===== src/rtl/mem_arb_pkg.sv =====
// Shared types and helpers for the unified memory port arbiter.
package mem_arb_pkg;

  typedef enum logic {IDLE, WAIT} arb_state_e;

  typedef enum logic [1:0] {OWN_NONE, OWN_IF, OWN_DM} arb_owner_e;

  // Width of the latency down-counter: holds values 0..MEM_LATENCY-1 with headroom.
  function automatic int unsigned cnt_width(input int unsigned latency);
    return $clog2(latency) + 1;
  endfunction

endpackage


===== src/rtl/mem_arb_prio.sv =====
// Winner selection between fetch and load/store, with the anti-starvation
// counter that forces a fetch grant after a run of data-side grants.
module mem_arb_prio #(
  parameter int unsigned STARVE_LIMIT = 4,
  parameter int unsigned STARVE_W     = $clog2(STARVE_LIMIT + 1)
) (
  input  logic                clk,
  input  logic                rst,
  input  logic                if_valid,
  input  logic                dm_valid,
  input  logic                accept_en,
  output logic                grant_if,
  output logic                grant_dm,
  output logic [STARVE_W-1:0] starve
);

  logic force_if;

  assign force_if = (starve == STARVE_W'(STARVE_LIMIT));

  // Data side wins by default; fetch wins when alone or when it has waited too long.
  always_comb begin
    grant_dm = accept_en && dm_valid && !(if_valid && force_if);
    grant_if = accept_en && if_valid && !grant_dm;
  end

  // Count consecutive data grants that bypassed a waiting fetch; saturate at the limit.
  always_ff @(posedge clk or posedge rst) begin
    if (rst) begin
      starve <= '0;
    end else if (!if_valid || grant_if) begin
      starve <= '0;
    end else if (grant_dm && !force_if) begin
      starve <= starve + STARVE_W'(1);
    end
  end

endmodule


===== src/rtl/mem_arbiter.sv =====
// Shares one fixed-latency memory port between instruction fetch and
// load/store. One access is outstanding at a time; a new access may be
// issued in the same cycle the previous response returns.
module mem_arbiter
  import mem_arb_pkg::*;
#(
  parameter int unsigned DATA_WIDTH   = 32,
  parameter int unsigned ADDR_WIDTH   = 32,
  parameter int unsigned MEM_LATENCY  = 2,
  parameter int unsigned STARVE_LIMIT = 4
) (
  input  logic                    clk,
  input  logic                    rst,
  // fetch side
  input  logic                    if_req_valid,
  input  logic [ADDR_WIDTH-1:0]   if_addr,
  output logic                    if_req_ready,
  output logic                    if_rvalid,
  output logic [DATA_WIDTH-1:0]   if_rdata,
  // load/store side
  input  logic                    dm_req_valid,
  input  logic                    dm_we,
  input  logic [ADDR_WIDTH-1:0]   dm_addr,
  input  logic [DATA_WIDTH-1:0]   dm_wdata,
  input  logic [DATA_WIDTH/8-1:0] dm_be,
  output logic                    dm_req_ready,
  output logic                    dm_rvalid,
  output logic [DATA_WIDTH-1:0]   dm_rdata,
  // memory macro side
  output logic                    mem_req,
  output logic                    mem_we,
  output logic [ADDR_WIDTH-1:0]   mem_addr,
  output logic [DATA_WIDTH-1:0]   mem_wdata,
  output logic [DATA_WIDTH/8-1:0] mem_be,
  input  logic [DATA_WIDTH-1:0]   mem_rdata,
  output logic                    busy
);

  localparam int unsigned CNT_W = cnt_width(MEM_LATENCY);

  arb_state_e       state;
  arb_owner_e       owner;
  logic             owner_we;
  logic [CNT_W-1:0] cnt;

  logic accept_en;
  logic rsp_p;
  logic grant_if;
  logic grant_dm;

  // The last WAIT cycle is both the response cycle and an accept slot.
  // Grants are suppressed while reset is held so every output reads 0.
  assign rsp_p     = (state == WAIT) && (cnt == '0);
  assign accept_en = !rst && ((state == IDLE) || rsp_p);

  mem_arb_prio #(
    .STARVE_LIMIT (STARVE_LIMIT)
  ) u_prio (
    .clk       (clk),
    .rst       (rst),
    .if_valid  (if_req_valid),
    .dm_valid  (dm_req_valid),
    .accept_en (accept_en),
    .grant_if  (grant_if),
    .grant_dm  (grant_dm),
    .starve    ()
  );

  assign if_req_ready = grant_if;
  assign dm_req_ready = grant_dm;
  assign busy         = (state == WAIT);

  // Steer the winner's payload onto the memory port; idle port reads all-zero.
  always_comb begin
    mem_req   = 1'b0;
    mem_we    = 1'b0;
    mem_addr  = '0;
    mem_wdata = '0;
    mem_be    = '0;
    if (grant_dm) begin
      mem_req   = 1'b1;
      mem_we    = dm_we;
      mem_addr  = dm_addr;
      mem_wdata = dm_wdata;
      mem_be    = dm_be;
    end else if (grant_if) begin
      mem_req   = 1'b1;
      mem_addr  = if_addr;
    end
  end

  // Issue/wait sequencing: remember who owns the access and count down the latency.
  always_ff @(posedge clk or posedge rst) begin
    if (rst) begin
      state    <= IDLE;
      owner    <= OWN_NONE;
      owner_we <= 1'b0;
      cnt      <= '0;
    end else if (grant_dm || grant_if) begin
      state    <= WAIT;
      owner    <= grant_dm ? OWN_DM : OWN_IF;
      owner_we <= grant_dm && dm_we;
      cnt      <= CNT_W'(MEM_LATENCY - 1);
    end else if (state == WAIT) begin
      if (cnt == '0) begin
        state    <= IDLE;
        owner    <= OWN_NONE;
        owner_we <= 1'b0;
      end else begin
        cnt <= cnt - CNT_W'(1);
      end
    end
  end

  // Route the returning word to the owner only; stores return a zero ack word.
  always_comb begin
    if_rvalid = rsp_p && (owner == OWN_IF);
    dm_rvalid = rsp_p && (owner == OWN_DM);
    if_rdata  = if_rvalid ? mem_rdata : '0;
    dm_rdata  = (dm_rvalid && !owner_we) ? mem_rdata : '0;
  end

  // Requesters must hold valid and payload steady until accepted.
  a_if_hold : assert property (@(posedge clk) disable iff (rst)
    (if_req_valid && !if_req_ready) |=> (if_req_valid && $stable(if_addr)));

  a_dm_hold : assert property (@(posedge clk) disable iff (rst)
    (dm_req_valid && !dm_req_ready) |=>
      (dm_req_valid && $stable(dm_we) && $stable(dm_addr) &&
       $stable(dm_wdata) && $stable(dm_be)));

endmodule


===== config.mk =====
export PLATFORM = sky130hd
export DESIGN_NAME = mem_arbiter
export DESIGN_NICKNAME = d
export VERILOG_FILES = /design/src/rtl/mem_arb_pkg.sv /design/src/rtl/mem_arb_prio.sv /design/src/rtl/mem_arbiter.sv
export SDC_FILE = /design/constraint.sdc
export NUM_CORES = 1
export LEC_CHECK = 0
export BUFFER_PORTS_ARGS = -buffer_cell sky130_fd_sc_hd__buf_2
export CAP_MARGIN = 5
export CORE_AREA = 2 2 108 110
export CTS_CLUSTER_SIZE = 30
export DETAILED_ROUTE_END_ITERATION = 10
export DIE_AREA = 0 0 110 112
export GPL_TIMING_DRIVEN = 0
export MAX_ROUTING_LAYER = met4
export PLACE_DENSITY_LB_ADDON = 0.15
export SLEW_MARGIN = 30
export SYNTH_ARGS = -nofsm -noshare
export SYNTH_HDL_FRONTEND = slang
export SYNTH_HIERARCHICAL = 1
export SYNTH_SLANG_ARGS = --single-unit

===== constraint.sdc =====
create_clock -name clk -period 2.8 [get_ports clk]
set_input_delay 0 -clock clk [delete_from_list [all_inputs] [get_ports clk]]
set_output_delay 0 -clock clk [all_outputs]
set_load 0.01 [all_outputs]

== Yosys cells after proc, flatten, opt, wreduce, memory -nomap -nowiden ==
Index checks and enable logic that the tools add are counted.

* Add/sub/neg operators: 2
* Eq/ne operators: 4
* Multiplexer cells: 24
* Bitwise gates (word level): 1
* Reduce and logical (&&, ||, !) cells: 27

{| class="wikitable"
|+ Operator list
! operator !! count
|-
| 32-bit two-way mux || 5
|-
| 2-bit two-way mux || 7
|-
| 1-bit logical AND || 12
|-
| 1-bit two-way mux || 9
|-
| 1-bit zero test || 6
|-
| 3-bit two-way mux || 2
|-
| 2-bit nonzero test || 3
|-
| 4-bit two-way mux || 1
|-
| 2-bit AND reduction || 2
|-
| 3-bit by 1-bit adder with 3-bit output, second input constant || 1
|-
| 3-bit == test, second input constant || 1
|-
| 1-bit logical OR || 3
|-
| 2-bit by 1-bit == test with 1-bit output, second input constant || 1
|-
| 2-bit == test, second input constant || 1
|-
| 2-bit zero test || 1
|-
| 2-bit by 1-bit != test with 1-bit output, second input constant || 1
|-
| 2-bit by 1-bit subtractor with 2-bit output, second input constant || 1
|-
| 1-bit NOT || 1
|}

* Bits in registers: 9
* Input port bits: 137
* Output and inout port bits: 139
* Word-level logic and storage cells: 63

== Depth between registers and ports, before layout ==
Gate-level depths: netlist of run 1.

* Depth in word-level cells: 11
* Mapped depth: 10
* Gate-level depth less buffers: 9

== Modules after synthesis ==
The synthesis of run 1 kept the hierarchy.

{| class="wikitable"
|+ By module, submodules not included
! module !! instances !! cells an instance !! area each (sq um) !! seq. area each (sq um)
|-
| mem_arbiter || 1 || 183 || 1,312.5 || 150.1
|-
| mem_arb_prio || 1 || 24 || 211.5 || 75.1
|}

== Worst setup path after synthesis of run 1 ==
Ideal clock, no wire load.

* Path kind: register to output
* Start: reg cnt[0]
* End: out mem_addr[19]
* Arrival: 2.116 ns
* Data required time: 2.800 ns
* Slack: 0.684 ns
* Cell stages (with the launch flop): 10
* Path buffers: 2
* Cell sequence: dfrtp_1 > inv_1 > ha_1 > nor2b_1 > nor2_1 > nand2_1 > a31oi_1 > buf_2 > buf_1 > a22o_1

* Longest elaborated chain between the ends: 10
* Elaborated cells between the ends (all ways): 11
* Those cells by class: 2 x mux; 9 x reduce/logical

{| class="wikitable"
|+ Ends and longest elaborated chain
! element !! line !! source
|-
| start, declared || mem_arbiter.sv:44 || <nowiki>logic [CNT_W-1:0] cnt;</nowiki>
|-
| start signal, assigned || mem_arbiter.sv:103 || <nowiki>cnt <= CNT_W'(MEM_LATENCY - 1);</nowiki>
|-
| start signal, assigned || mem_arbiter.sv:110 || <nowiki>cnt <= cnt - CNT_W'(1);</nowiki>
|-
| 2-bit zero test * || mem_arbiter.sv:53 || <nowiki>assign rsp_p = (state == WAIT) && (cnt == '0);</nowiki>
|-
| 1-bit logical AND * || mem_arbiter.sv:53 ||
|-
| 1-bit logical OR * || mem_arbiter.sv:54 || <nowiki>assign accept_en = !rst && ((state == IDLE) || rsp_p);</nowiki>
|-
| 1-bit logical AND * || mem_arbiter.sv:54 ||
|-
| net accept_en || mem_arbiter.sv:46 || <nowiki>logic accept_en;</nowiki>
|-
| 1-bit logical AND * (2 in series) || mem_arb_prio.sv:23 || <nowiki>grant_dm = accept_en && dm_valid && !(if_valid && force_if);</nowiki>
|-
| net dm_req_ready || mem_arbiter.sv:26 || <nowiki>output logic dm_req_ready,</nowiki>
|-
| 1-bit zero test || mem_arb_prio.sv:24 || <nowiki>grant_if = accept_en && if_valid && !grant_dm;</nowiki>
|-
| 1-bit logical AND || mem_arb_prio.sv:24 ||
|-
| 32-bit two-way mux || mem_arbiter.sv:86 || <nowiki>end else if (grant_if) begin</nowiki>
|-
| 32-bit two-way mux * || mem_arbiter.sv:80 || <nowiki>if (grant_dm) begin</nowiki>
|-
| end, declared || mem_arbiter.sv:32 || <nowiki>output logic [ADDR_WIDTH-1:0] mem_addr,</nowiki>
|}

The timed path passes the listed nets; every way through them passes the cells marked *.

== Worst setup path in the final report of run 1 ==
* Start: reg cnt[0]
* End: out mem_addr[13]

* Longest elaborated chain between the ends: 10
* Elaborated cells between the ends (all ways): 11
* Those cells by class: 2 x mux; 9 x reduce/logical

{| class="wikitable"
|+ Ends and longest elaborated chain
! element !! line
|-
| 2-bit zero test * || mem_arbiter.sv:53
|-
| 1-bit logical AND * || mem_arbiter.sv:53
|-
| 1-bit logical OR * || mem_arbiter.sv:54
|-
| 1-bit logical AND * || mem_arbiter.sv:54
|-
| net accept_en || mem_arbiter.sv:46
|-
| 1-bit logical AND (2 in series) || mem_arb_prio.sv:23
|-
| 1-bit zero test || mem_arb_prio.sv:24
|-
| 1-bit logical AND || mem_arb_prio.sv:24
|-
| 32-bit two-way mux || mem_arbiter.sv:86
|-
| 32-bit two-way mux * || mem_arbiter.sv:80
|}

Marked as above.

==> flow_summary_export.csv, run 1 <==
group,metric,value,unit
finish,final_cells,630,
yosys,syn_nets,347,
power,static-leakage-power,0.00206,uW
global_route,grtUsageTotal,12.1,%
finish,mostFrequentLayoutCells,"buf_2, and2_1, a22o_1, dfrtp_1",
setup_path,arrival,2.57,ns
timing,hold_violations,0,
yosys,synth_cells,207,
yosys,synthXorXnorAreaFrac,0.575,%
setup_path,worst_ep_required_time,2.80,ns
clock_tree,clk_latency,0.23,ns
setup_path,path_cells,"inv_1 -> ha_1 -> nor2b_1 -> nor2_2 -> nand2_1 -> a31oi_2 -> clkbuf_4 -> clkbuf_2 -> a22o_1 -> buf_2",
clock_tree,clk_path_buf_depth,2,
floorplan,start_util,13.6,%
timing,period_minus_slack,2.57,ns
yosys,synthAdderAreaFrac,2.46,%
finish,fin_util,28.5,%
floorplan,die-area,0.0123,mm^2
finish,insertedDiodeCount,0,
place,dp.cells,625,
finish,finalNetCount,628,
clock_tree,cts_setup_buffers,0,
clock_tree,clk_pin_slew,0.04,ns
power,powerDensity,430,mW/mm^2
clock_tree,clockRootBuffer,"clkbuf_16",
clock_tree,cts.sinks,9,
place,place.port_buffers,275,
finish,layout_commonest_cell,"buf_2",
yosys,yosys.area_share.simple,52.6,%
global_route,grt_pass1_vias,2387,
timing,rsz0062_at_grt,"no",
clock_tree,cts_max_level,1,
floorplan,die_w,110,um
power,p_total,1370,uW
setup_path,end_kind,"output pin",
floorplan,rows,39,
yosys,synth_seq_area_share,14.8,%
detailed_routing,drtIter0Drc,46,
timing,worst_slew_pin_slew,0.411,ns
hold_path,hold_path_class,"in2reg",
detailed_routing,via_count,2558,
timing,slew_headroom,72.5,%
floorplan,coreArea,0.0112,mm^2
job,maxCapViolCount,0,
yosys,yosys_register_bits,9,
detailed_routing,drc,0,
timing,timing.hold.ws,0.0576,ns
detailed_routing,antenna_left,0,
place,gp_congestion,0.759,
yosys,synth_top_family_by_area,"simple AND/OR/NAND/NOR gates",
global_route,grt_pass1_wl,11400,um
setup_path,cp_max_fo,10,
global_route,grt_max_degree,11,
setup_path,path_delay_family,"buffers and inverters",
floorplan,ioPinCount,276,
setup_path,cp-start-kind,"flip-flop",
place,hpwlAfterDp,7270,um
detailed_routing,drt_pass1_iterations,4,
finish,syn2layout_area_growth,109,%
yosys,synth.avg_cell_area,7.36,um^2
yosys,synth.area.mux_share,0,%
setup_path,slowest_stage,"dfrtp_1",
setup_path,crit_type,"reg2out",
detailed_routing,routed_via_density,4.06,
power,peakVddDrop,0.000232,V
global_route,antenna_found_initial,0,
timing,fin_crit_sh,91.9,%
yosys,netlist-cell-type-count,29,
detailed_routing,finalWirelength,8170,um
global_route,grt_overflow_total,0,
timing,finalSetupTns,0,ns
yosys,synthesis.area,0.00152,mm^2
yosys,synth_compound_area_share,22.6,%
setup_path,slowest_delay,0.38,ns
detailed_routing,wl_per_cell,13.0,um
run_status,status,"complete, no violations",
clock_tree,cts_tree,"built",
finish,drive_gt1_share,62.6,%
timing,finalMaxSlewViolations,0,
yosys,ys.warnings.count,6,
timing,finalSetupViolations,0,
clock_tree,cts_buffers,3,
setup_path,crit_buf_inv,4,
timing,max_freq,389,MHz
timing,finClkSkew,0.00116,ns
floorplan,die_y,112,um
-- metrics by stage --
stage | worst slack [ns] | instance area, um^2
floorplan | 0.684 | 1520
global placement | -0.0731 | 3080
detailed placement | -0.110 | 3080
CTS | 0.00143 | 3180
global route | 0.00139 | 3190
finish | 0.228 | 3190
-- kinds of logic (layout without fill, tap and decap cells) --
| group | after synthesis | in the layout |
|---|---|---|
| and+or+nand+nor | 128 | 128 |
| AOI/OAI and AO/OA | 41 | 41 |
| xor gates and xnor gates | 1 | 1 |
| DFF | 9 | 9 |
| buffers and inverters | 25 | 305 |
| adders and majority gates | 3 | 3 |
-- report_power, final --
group	internal, uW	switching (uW)	leakage, uW
registers	177	43.9	0.000114
logic	426	471	0.00191
clock network	190	61.7	0.0000382
total	793	577	0.00206
-- routing by layer --
metal	track usage, %	wire, um
met1	12.3	3010
met2	23.7	4260
met3	1.81	812
met4	2.28	87
met5	-	0
-- sequential cells by signal, summed over array words and instances (netlist names) --
signal / flops
u_prio/starve: 3
cnt: 2
owner: 2
busy: 1
owner_we: 1
-- layout make-up --
type	count	area, um^2
fillers	1226	7990
repair buffers	276	1390
multi-input cells	173	1200
flip-flops and latches	9	225
well taps	143	179
plain buffers	17	83.8
clock buffers	4	78.8
inverters	8	30.0
-- worst paths after layout --
path | start | to | slack, ns | cells past startpoint
worst min register to register | cnt[0]$_DFFE_PP0P_ | cnt[0]$_DFFE_PP0P_ | 0.52 | 2
worst min-delay path | if_req_valid | u_prio/starve[2]$_DFFE_PP0P_ | 0.06 | 2
max in group asynchronous | rst | owner[1]$_DFFE_PP0P_ | 2.35 | 3
worst max register to register | cnt[0]$_DFFE_PP0P_ | owner[1]$_DFFE_PP0P_ | 0.61 | 9
min in group asynchronous | rst | u_prio/starve[2]$_DFFE_PP0P_ | 0.20 | 3
worst max-delay path | cnt[0]$_DFFE_PP0P_ | mem_addr[13] | 0.23 | 10
-- Yosys cell counts (all sizes together) --
| cell type | number | area, um^2 |
|---|---|---|
| o21ai | 2 | 10.0 |
| and2 | 102 | 643 |
| o311ai | 1 | 8.76 |
| a211oi | 1 | 7.51 |
| inv | 8 | 30.0 |
| a31oi | 1 | 6.26 |
| xnor2 | 1 | 8.76 |
| a21boi | 3 | 26.3 |
| a21oi | 1 | 5.00 |
| nor3b | 2 | 26.3 |
| clkbuf | 11 | 47.5 |
| nand2b | 4 | 25.0 |
| a31o | 2 | 17.5 |
| nor2 | 6 | 22.5 |
| a22o | 30 | 263 |
| nand4b | 1 | 8.76 |
| dfrtp | 9 | 225 |
| nand3 | 2 | 10.0 |
| nand2 | 9 | 36.3 |
| nor4b | 1 | 23.8 |
| buf | 6 | 28.8 |
| ha | 3 | 37.5 |
| nor2b | 1 | 6.26 |
-- what timing repair did --
action | CTS | global route
pin swaps | 0 | 0
setup endpoints to repair | 51 | 68
gates resized for setup | 5 | 3
hold endpoints to repair | 9 | 0
hold buffers | 1 | 0
Power figures use the tool's default switching activity.
==> run 2, diff against run 1 <==
--- a/config.mk
+++ b/config.mk
@@ -12,7 +12,6 @@
 export DETAILED_ROUTE_END_ITERATION = 10
 export DIE_AREA = 0 0 110 112
 export GPL_TIMING_DRIVEN = 0
-export MAX_ROUTING_LAYER = met4
 export PLACE_DENSITY_LB_ADDON = 0.15
 export SLEW_MARGIN = 30
 export SYNTH_ARGS = -nofsm -noshare
==> constraint.sdc (replaced) <==
create_clock -name clk -period 2.8 [get_ports clk]
set_input_delay 0 -clock clk [delete_from_list [all_inputs] [get_ports clk]]
set_output_delay 0 -clock clk [all_outputs]
set_load 0.005 [all_outputs]
==> run 2 against run 1 <==
Against the previous run:
- total power fell by 6.2%
- critical path depth stayed put
- worst setup slack gained 0.020 ns
- critical endpoint unchanged
- largest cell class unchanged
- non-clock buffer count unchanged
==> flow_summary_export.csv, run 2 (same netlist as run 1, synthesis figures left out) <==
group,metric,value,unit
timing,slew_headroom,72.5,%
power,power_frac_seq,17.2,%
place,dp.cells,625,
hold_path,hold_path_class,"in2reg",
setup_path,worst_ep_required_time,2.80,ns
detailed_routing,drc,0,
detailed_routing,wl_met3,804,um
setup_path,r2r_start,"cnt[0]$_DFFE_PP0P_",
clock_tree,clockRootBuffer,"clkbuf_16",
detailed_routing,drt-met1-wl,3020,um
timing,worst_slew_pin_slew,0.411,ns
setup_path,setup.worst_path.end,"mem_addr[13]",
clock_tree,cts.sinks,9,
job,maxCapViolCount,0,
global_route,grt_max_degree,11,
clock_tree,cts_tree,"built",
floorplan,die_y,112,um
global_route,grt_pass1_wl,11400,um
power,switching_power,496,uW
power,p_sw_share,38.6,%
global_route,antenna_found_initial,0,
setup_path,ff2ff_path_depth,9,
timing,hold_violations,0,
clock_tree,clk_latency,0.23,ns
clock_tree,clk_path_buf_depth,2,
detailed_routing,met2_length,4290,um
detailed_routing,routed_via_density,4.05,
power,comb_power_share,63.2,%
setup_path,cp-start-kind,"flip-flop",
detailed_routing,drt_pass1_iterations,3,
global_route,grt_overflow_total,0,
floorplan,die-area,0.0123,mm^2
finish,fin_util,28.5,%
timing,rsz0062_at_grt,"no",
setup_path,end_kind,"output pin",
setup_path,arrival,2.55,ns
finish,finalNetCount,628,
floorplan,start_util,13.6,%
detailed_routing,antenna_left,0,
detailed_routing,top_layer,"met4",
power,static-leakage-power,0.00206,uW
floorplan,die_w,110,um
place,gp_congestion,0.749,
power,p_clk_share,19.6,%
global_route,grtUsageTotal,11.8,%
place,pre_cts_ws,-0.0924,ns
timing,worst_slack,0.247,ns
setup_path,rrSetupSlack,0.61,ns
power,p_int,789,uW
finish,regArea,225,um^2
detailed_routing,drtIter0Drc,51,
detailed_routing,wl_per_cell,13.0,um
setup_path,r2r-end,"owner[1]$_DFFE_PP0P_",
run_status,status,"complete, no violations",
detailed_routing,finalWirelength,8180,um
clock_tree,clk_pin_slew,0.04,ns
global_route,grt_pass1_vias,2384,
finish,multi_input_area,0.00120,mm^2
timing,period_minus_slack,2.55,ns
setup_path,cp_max_fo,10,
timing,finClkSkew,0.00118,ns
clock_tree,cts_buffers,3,
power,peakVddDrop,0.000231,V
place,placed_area,0.00308,mm^2
finish,insertedDiodeCount,0,
timing,fin_crit_sh,91.2,%
finish,drive_gt1_share,62.6,%
floorplan,rows,39,
finish,final_area,0.00319,mm^2
timing,finalSetupViolations,0,
clock_tree,cts_max_level,1,
finish,fill_cells,1226,
finish,layout_commonest_cell,"buf_2",
floorplan,ioPinCount,276,
finish,syn2layout_area_growth,109,%
finish,final_cells,630,
floorplan,coreArea,0.0112,mm^2
place,place.port_buffers,275,
place,hpwlAfterDp,7270,um
timing,finalSetupTns,0,ns
power,powerDensity,403,mW/mm^2
setup_path,crit_type,"reg2out",
finish,regMostFlops,"u_prio/starve",
setup_path,startpoint,"cnt[0]$_DFFE_PP0P_",
clock_tree,cts_setup_buffers,0,
finish,largest_reg_flops,3,
finish,mostFrequentLayoutCells,"buf_2, and2_1, a22o_1, dfrtp_1",
timing,finalMaxSlewViolations,0,
timing,max_freq,392,MHz
finish,reg_top3,"u_prio/starve: 3 flops, cnt: 2 flops, owner: 2 flops",
detailed_routing,via_count,2554,
## run 2: cell counts in the layout (fill, tap and decap cells not counted)
Identical to the previous run, type by type.
## run 2: per-layer routing
layer,track usage [%],up-vias
met1,12.3,1132
met4,2.03,0
met3,2.05,6
li1,-,1249
met2,23.8,167
met5,0,-
## run 2: critical path: stages (launching register included)
cell and delay (ns):
dfrtp_1 0.38, inv_1 0.06, ha_1 0.18, nor2b_1 0.12, nor2_2 0.25, nand2_1 0.11, a31oi_2 0.28, clkbuf_4 0.31
clkbuf_2 0.30, a22o_1 0.21, buf_2 0.12
## run 2: area by class of cell
class                   instances  area share (%)
clock buffers                   4            2.47
repair buffers                276            43.5
well taps                     143            5.61
inverters                       8           0.942
plain buffers                  17            2.63
flip-flops and latches          9            7.07
multi-input cells             173            37.8
## run 2: stage by stage
stage                     hold slack, ns  power (uW)
after CTS                         0.0456        1300
after detailed placement          -0.104        1040
after global routing              0.0632        1400
final                             0.0575        1290
after floorplan                   -0.246         641
after global placement            -0.110        1040
## run 2: how the worst min path moves through the flow
stage | start | to | slack [ns] | cells past startpoint
2_1_floorplan | rst | u_prio/starve[0]$_DFFE_PP0P_ | -0.25 | 1
3_3_place_gp | rst | u_prio/starve[2]$_DFFE_PP0P_ | -0.11 | 2
3_5_place_dp | rst | u_prio/starve[2]$_DFFE_PP0P_ | -0.10 | 2
4_1_cts | if_req_valid | u_prio/starve[2]$_DFFE_PP0P_ | 0.05 | 2
5_1_grt | if_req_valid | u_prio/starve[0]$_DFFE_PP0P_ | 0.06 | 2
6_report | if_req_valid | u_prio/starve[2]$_DFFE_PP0P_ | 0.06 | 2
## run 2: power groups by stage
| stage | Sequential [uW] | Combinational (uW) | Clock, uW |
|---|---|---|---|
| 2_1_floorplan | 214 | 426 | 0 |
| 3_3_place_gp | 221 | 816 | 0 |
| 3_5_place_dp | 222 | 816 | 0 |
| 4_1_cts | 221 | 823 | 257 |
| 5_1_grt | 227 | 909 | 269 |
| 6_report | 220 | 813 | 252 |
## run 2: repair_timing
item | CTS | global route
hold endpoints to repair | 9 | 0
gates resized for setup | 3 | 7
hold buffers | 1 | 0
setup endpoints to repair | 40 | 68
